File: src/rtl/mips_core_mc.sv
// rtl/mips_core_mc.sv - multicycle MIPS-subset core (FETCH/DECODE/EXEC/MEM/WB/HALT), big-endian byte lanes.
// Define MIPS_CORE_PERF_CNT_EN to add the cycle_cnt / instret_cnt outputs.
module mips_core_mc #(
  parameter int XLEN = 32,
  parameter logic [XLEN-1:0] RESET_PC = '0,
  localparam int NBYTES = XLEN / 8
) (
  input  logic            clk,
  input  logic            rst_b,
  output logic [XLEN-1:0] inst_addr,
  input  logic [31:0]     inst,
  input  logic            inst_ready,
  output logic [XLEN-1:0] mem_addr,
  input  logic [7:0]      mem_data_out [0:NBYTES-1],
  output logic [7:0]      mem_data_in  [0:NBYTES-1],
  output logic            mem_write_en,
  output logic            mem_req,
  input  logic            mem_ready,
  output logic            halted
`ifdef MIPS_CORE_PERF_CNT_EN
  ,
  output logic [63:0]     cycle_cnt,
  output logic [63:0]     instret_cnt
`endif
);

  typedef enum logic [2:0] {FETCH, DECODE, EXEC, MEM, WB, HALT} state_t;

  localparam logic [5:0] OP_RTYPE = 6'h00, OP_J = 6'h02, OP_BEQ = 6'h04;
  localparam logic [5:0] OP_ADDI = 6'h08, OP_LW = 6'h23, OP_SW = 6'h2b;
  localparam logic [5:0] FN_SYSCALL = 6'h0c, FN_ADD = 6'h20, FN_SUB = 6'h22;
  localparam logic [5:0] FN_AND = 6'h24, FN_OR = 6'h25, FN_SLT = 6'h2a;

  state_t          state;
  logic [31:0]     ir;
  logic [XLEN-1:0] regs [0:31];
  logic [XLEN-1:0] a, b, res;

  logic [5:0]      op, funct;
  logic [4:0]      rs, rt, rd, shamt, dest;
  logic            is_rtype, is_addi, is_lw, is_sw, is_beq, is_j, is_syscall, is_alu, is_mem;
  logic [XLEN-1:0] imm_sext, pc4, br_target, j_target, alu_y, load_word;

  always_comb begin
    op         = ir[31:26];
    rs         = ir[25:21];
    rt         = ir[20:16];
    rd         = ir[15:11];
    shamt      = ir[10:6];
    funct      = ir[5:0];
    imm_sext   = {{(XLEN-16){ir[15]}}, ir[15:0]};
    pc4        = inst_addr + XLEN'(4);
    br_target  = pc4 + (imm_sext << 2);
    j_target   = {pc4[XLEN-1:28], ir[25:0], 2'b00};
    // Canonical R-type encodings only; a nonzero shamt field falls through to NOP.
    is_rtype   = (op == OP_RTYPE) && (shamt == 5'd0) &&
                 (funct inside {FN_ADD, FN_SUB, FN_AND, FN_OR, FN_SLT});
    is_syscall = (op == OP_RTYPE) && (funct == FN_SYSCALL);
    is_addi    = (op == OP_ADDI);
    is_lw      = (op == OP_LW);
    is_sw      = (op == OP_SW);
    is_beq     = (op == OP_BEQ);
    is_j       = (op == OP_J);
    is_alu     = is_rtype || is_addi;
    is_mem     = is_lw || is_sw;
    dest       = is_rtype ? rd : rt;

    alu_y = a + imm_sext;
    if (is_rtype) begin
      case (funct)
        FN_SUB:  alu_y = a - b;
        FN_AND:  alu_y = a & b;
        FN_OR:   alu_y = a | b;
        FN_SLT:  alu_y = {{(XLEN-1){1'b0}}, ($signed(a) < $signed(b))};
        default: alu_y = a + b;
      endcase
    end

    load_word = '0;
    for (int i = 0; i < NBYTES; i++) load_word[XLEN-1-8*i -: 8] = mem_data_out[i];
  end

  always_ff @(posedge clk) begin
    if (rst_b) begin
      state        <= FETCH;
      inst_addr    <= RESET_PC;
      halted       <= 1'b0;
      mem_req      <= 1'b0;
      mem_write_en <= 1'b0;
      mem_addr     <= '0;
      ir           <= '0;
      a            <= '0;
      b            <= '0;
      res          <= '0;
      for (int i = 0; i < NBYTES; i++) mem_data_in[i] <= '0;
      for (int i = 0; i < 32; i++) regs[i] <= '0;
    end else begin
      case (state)
        FETCH: if (inst_ready) begin
          ir    <= inst;
          state <= DECODE;
        end
        DECODE: begin
          a     <= (rs == 5'd0) ? '0 : regs[rs];
          b     <= (rt == 5'd0) ? '0 : regs[rt];
          state <= EXEC;
        end
        EXEC: begin
          res <= alu_y;
          if (is_syscall) begin
            state  <= HALT;
            halted <= 1'b1;
          end else if (is_alu) begin
            state <= WB;
          end else if (is_mem) begin
            // Address, data and strobe are captured once here and held through the wait.
            state        <= MEM;
            mem_req      <= 1'b1;
            mem_write_en <= is_sw;
            mem_addr     <= a + imm_sext;
            for (int i = 0; i < NBYTES; i++) mem_data_in[i] <= b[XLEN-1-8*i -: 8];
          end else begin
            inst_addr <= is_j ? j_target : ((is_beq && (a == b)) ? br_target : pc4);
            state     <= FETCH;
          end
        end
        MEM: if (mem_ready) begin
          mem_req      <= 1'b0;
          mem_write_en <= 1'b0;
          res          <= load_word;
          if (is_sw) begin
            inst_addr <= pc4;
            state     <= FETCH;
          end else begin
            state <= WB;
          end
        end
        WB: begin
          if (dest != 5'd0) regs[dest] <= res;
          inst_addr <= pc4;
          state     <= FETCH;
        end
        HALT:    state <= HALT;
        default: state <= HALT;
      endcase
    end
  end

`ifdef MIPS_CORE_PERF_CNT_EN
  logic retire;
  assign retire = ((state == EXEC) && !is_alu && !is_mem && !is_syscall) ||
                  ((state == MEM) && mem_ready && is_sw) ||
                  (state == WB);

  always_ff @(posedge clk) begin
    if (rst_b) begin
      cycle_cnt   <= '0;
      instret_cnt <= '0;
    end else begin
      if (!halted) cycle_cnt <= cycle_cnt + 64'd1;
      if (retire) instret_cnt <= instret_cnt + 64'd1;
    end
  end
`endif

endmodule

File: config.mk
export PLATFORM = sky130hd
export DESIGN_NAME = mips_core_mc
export DESIGN_NICKNAME = d
export VERILOG_FILES = /design/src/rtl/mips_core_mc.sv
export SDC_FILE = /design/constraint.sdc
export NUM_CORES = 2
export LEC_CHECK = 0
export BUFFER_PORTS_ARGS = -buffer_cell sky130_fd_sc_hd__buf_2
export CAP_MARGIN = 5
export CORE_MARGIN = 5
export CORE_UTILIZATION = 50
export CTS_BUF_LIST = sky130_fd_sc_hd__clkbuf_4 sky130_fd_sc_hd__clkbuf_8
export CTS_CLUSTER_SIZE = 14
export DETAILED_ROUTE_END_ITERATION = 10
export PLACE_DENSITY_LB_ADDON = 0.25
export SKIP_LAST_GASP = 1
export SYNTH_ARGS = -nofsm -noshare
export SYNTH_HDL_FRONTEND = slang
export SYNTH_SLANG_ARGS = --single-unit
File: constraint.sdc
create_clock -name clk -period 4.3 [get_ports clk]
set_input_delay 0.86 -clock clk [delete_from_list [all_inputs] [get_ports clk]]
set_output_delay 0.86 -clock clk [all_outputs]
set_load 0.01 [all_outputs]
==> results by group <==
Global route
  • Vias in the first global route: approximately 50000
  • All-Layer GR Usage: between 30% and 40%
  • Largest net degree at the start of global routing: 70
  • Gr ovfl total: 0
  • First-pass GRT wire length: about 350000 um
  • Initial antenna violation count: 29

Synthesis
  • Top-area cell type share of the netlist area: 42.9%
  • Synth cell count leaders: 1024 x edfxtp_1, 1004 x and2_1, 640 x mux4_2
  • Most common cell in the netlist: edfxtp_1
  • Post-synth EDFFs: a little over 1000
  • #FFs+latches synth: approximately 1300
  • Mapped Cells: 5609
  • Main synth FF type: edfxtp_1
  • Top cells by area, synth: edfxtp_1 43%, mux4_2 20%, and2_1 8.8%
  • Yosys Warn Count: 0
  • Synthesized area: about 70000 um2
  • Largest area contributor in the netlist: edfxtp_1
  • Netlist cell types: between 90 and 100
  • Avg Inst Size Synth: approximately 13 um2
  • Async SR Flop Fraction: 0%
  • Sequential area share after synthesis: slightly below 50%

Power
  • Leak pwr: about 29 nW
  • PD cells: approximately 430 nW/um2
  • Maximum vdd drop: 0.278 mV

STA
  • Max Fclk: around 250 MHz
  • Slew @ Worst Pin: between 1 and 1.5 ns
  • Post-route clock period utilization: between 90% and 100%
  • Final Hold Viols: 0
  • RSZ-0062 raised after global routing: no
  • Setup TNS: 0 ns
  • Max Slew Vio Count: 0
  • Slew margin rel.: a little over an eighth
  • Tmin final: 4.03 ns
  • Final setup vio count: 0
  • Final Skew: ~0.054 ns
  • Final WS setup: between 0.2 and 0.3 ns

Worst hold path
  • Hold Path Class: input pin to flip-flop
  • WHS Path Cells: 3
  • Hold path endpoint: ir[15]
  • Hold Startpoint: inst[15]

Placement
  • Pre-CTS setup slack: 0.246 ns
  • Detailed Place HPWL: between 150000 and 200000 um
  • Final GP Congestion: about 0.96
  • IO buf count: 164

Final layout
  • Multi-input combinational cell area: between 30000 and 40000 um2
  • Layout area overhead: 11.8%
  • Layout Nets: ~6000
  • Share of cells above drive strength 1: between 20% and 30%
  • FF/Latch Area: around 36000 um2
  • Fill cells: 11800

Critical path
  • Worst r2r path cells: 13
  • Crit path required time: 5.15 ns
  • Slowest stage delay, CP: about 0.53 ns
  • Flop-to-flop setup slack: ~0.27 ns
  • Crit Path Category: flip-flop to flip-flop
  • Crit path DAT: slightly below 5 ns
  • Critical path endpoint category: flip-flop
  • Max FO, Critical Path: 10
  • Worst path bufs/invs: 2
  • CP top delay family: compound AO/OA/AOI/OAI gates
  • Cell Chain, Critical Path: inv_1, ha_1, nor2b_1, o31ai_2, a211oi_1, buf_4, nor3_1, o31ai_1, a221oi_1, o21ai_1, a21o_1, a211o_1, a31o_1
  • Critical R2R Capture: res[30]
  • CP max-delay cell: dfxtp_1
  • Worst setup SP type: flip-flop
  • Beginning of the worst register-to-register path: b[2]

Die
  • Chip width: 389 um
  • Die height: between 300 and 400 um
  • Die area: ~150000 um2
  • Row count: about 140
  • Io pins: about 170
  • Initial core utilization: approximately 50%
  • Core ar.: between 100000 and 150000 um2

Clock tree
  • Clock latency on the worst-skew pair: 0.98 ns
  • CTS tree: yes
  • CTS sink count: between 1000 and 1500
  • H-tree Lvls: 4
  • Clock transition at path regs: 0.06 ns
  • Clock buffer depth: 3
  • Root Driver: clkbuf_8
  • CTS Buf Count: 208

Routing
  • Final ANT Viol Nets: 0
  • DRC: 0
  • Vias: around 51000
  • Drt pass-1 iters: 6
  • Iter 0 DRT Violations: ~6400
  • WL/cell: a little over 30 um
  • Vias/cell: between 6 and 7
  • Final WL: between 200000 and 250000 um

Job
  • Max Cap Viol: 0

Run status
  • Status: completed
cell families after synthesis:
| kind of cell | Yosys count | synth area share (%) |
|---|---|---|
| other | 1 | 0.00523 |
| flip-flops | 1262 | 49.6 |
| AO/OA/AOI/OAI | 806 | 7.25 |
| AND/OR/NAND/NOR | 1969 | 14.8 |
| buffers and inverters | 608 | 3.24 |
| adder cells (fa/ha/maj) | 168 | 2.98 |
| XOR/XNOR | 83 | 1.01 |
| multiplexers | 712 | 21.1 |
how the worst max path moves through the flow:
stage / from / to / slack, ns / depth (start not counted)
final: b[2] / res[30] / 0.27 / 13
after global routing: inst_addr[11] / inst_addr[30] / 0.03 / 19
after CTS: inst_addr[11] / inst_addr[31] / 0.15 / 16
after detailed placement: inst_addr[11] / inst_addr[31] / 0.25 / 16
after global placement: inst_addr[11] / inst_addr[31] / 0.14 / 16
after floorplan: inst_addr[4] / inst_addr[31] / 0.54 / 17
cell type report:
type	instances	area share [%]
sequential	1262	44.4
timing repair buffer	410	4.00
inverter	119	0.558
tap	1903	2.97
clock buffer	303	4.61
multi-input combinational	3772	42.8
clock inverter	79	0.656
antenna	18	0.0562
sequential cells by signal, summed over array words and instances (netlist names), named ones only:
name	flops
mem_data_in	32
b	32
regs	1024
a	32
state	3
halted	1
mem_req	1
mem_write_en	1
mem_addr	32
ir	32
inst_addr	30
res	32
what timing repair did:
item | CTS | global route
hold buffers | 0 | 0
endpoints found under the setup margin | 0 | 3
gates resized for setup | 0 | 4
buffers inserted | 0 | 0
power by group:
group	switching, mW	total [mW]	internal, mW
Clock	5.12	10.9	5.76
Combinational	5.33	8.96	3.63
Sequential	0.937	14.7	13.7
Total	11.4	34.5	23.1
through the flow:
stage          util [%]  instances  total power [mW]  area, um2  hold slack [ns]
6_report           56.0       7866              34.5      80100            0.111
4_1_cts            56.0       7848              34.4      80000           0.0337
3_3_place_gp       53.0       7465              23.6      75800            0.440
3_5_place_dp       53.0       7466              23.7      75800            0.445
2_1_floorplan         -       5642              20.2      71800            0.449
5_1_grt            56.0       7861              35.7      80100           0.0879
per-layer routing:
metal  global-route usage, %  vias up  part of all wire [%]
met2                    51.4     2966                    48
met4                    14.6        2                   5.1
met3                    7.02      675                    10
li1                        -    21400                     -
met5                       0        -                0.0054
met1                    40.7    25500                    37
cells in the final DEF (no fill, tap or decap), types with 45 or more instances in the layout:
cell type | netlist | routed
buf_2 | 19 | 164
a21oi_1 | 326 | 323
mux4_2 | 640 | 640
nand3_1 | 45 | 45
buf_4 | 3 | 203
edfxtp_1 | 1024 | 1024
clkbuf_4 | 0 | 76
dfxtp_1 | 238 | 227
inv_1 | 117 | 117
nor2_1 | 357 | 325
mux2i_1 | 72 | 72
xnor2_1 | 52 | 52
nor3_1 | 59 | 59
o21ai_0 | 106 | 106
clkbuf_8 | 0 | 227
nand2_1 | 304 | 303
ha_1 | 164 | 164
and2_1 | 1004 | 1003
tightest hold or removal path: cells and delay by family:
family,cells,cell delay [ns]
AO/OA/AOI/OAI,1,0.05
buffers and inverters,1,0.09
AND/OR/NAND/NOR,1,0.04
(Power assumes the default switching activity.)
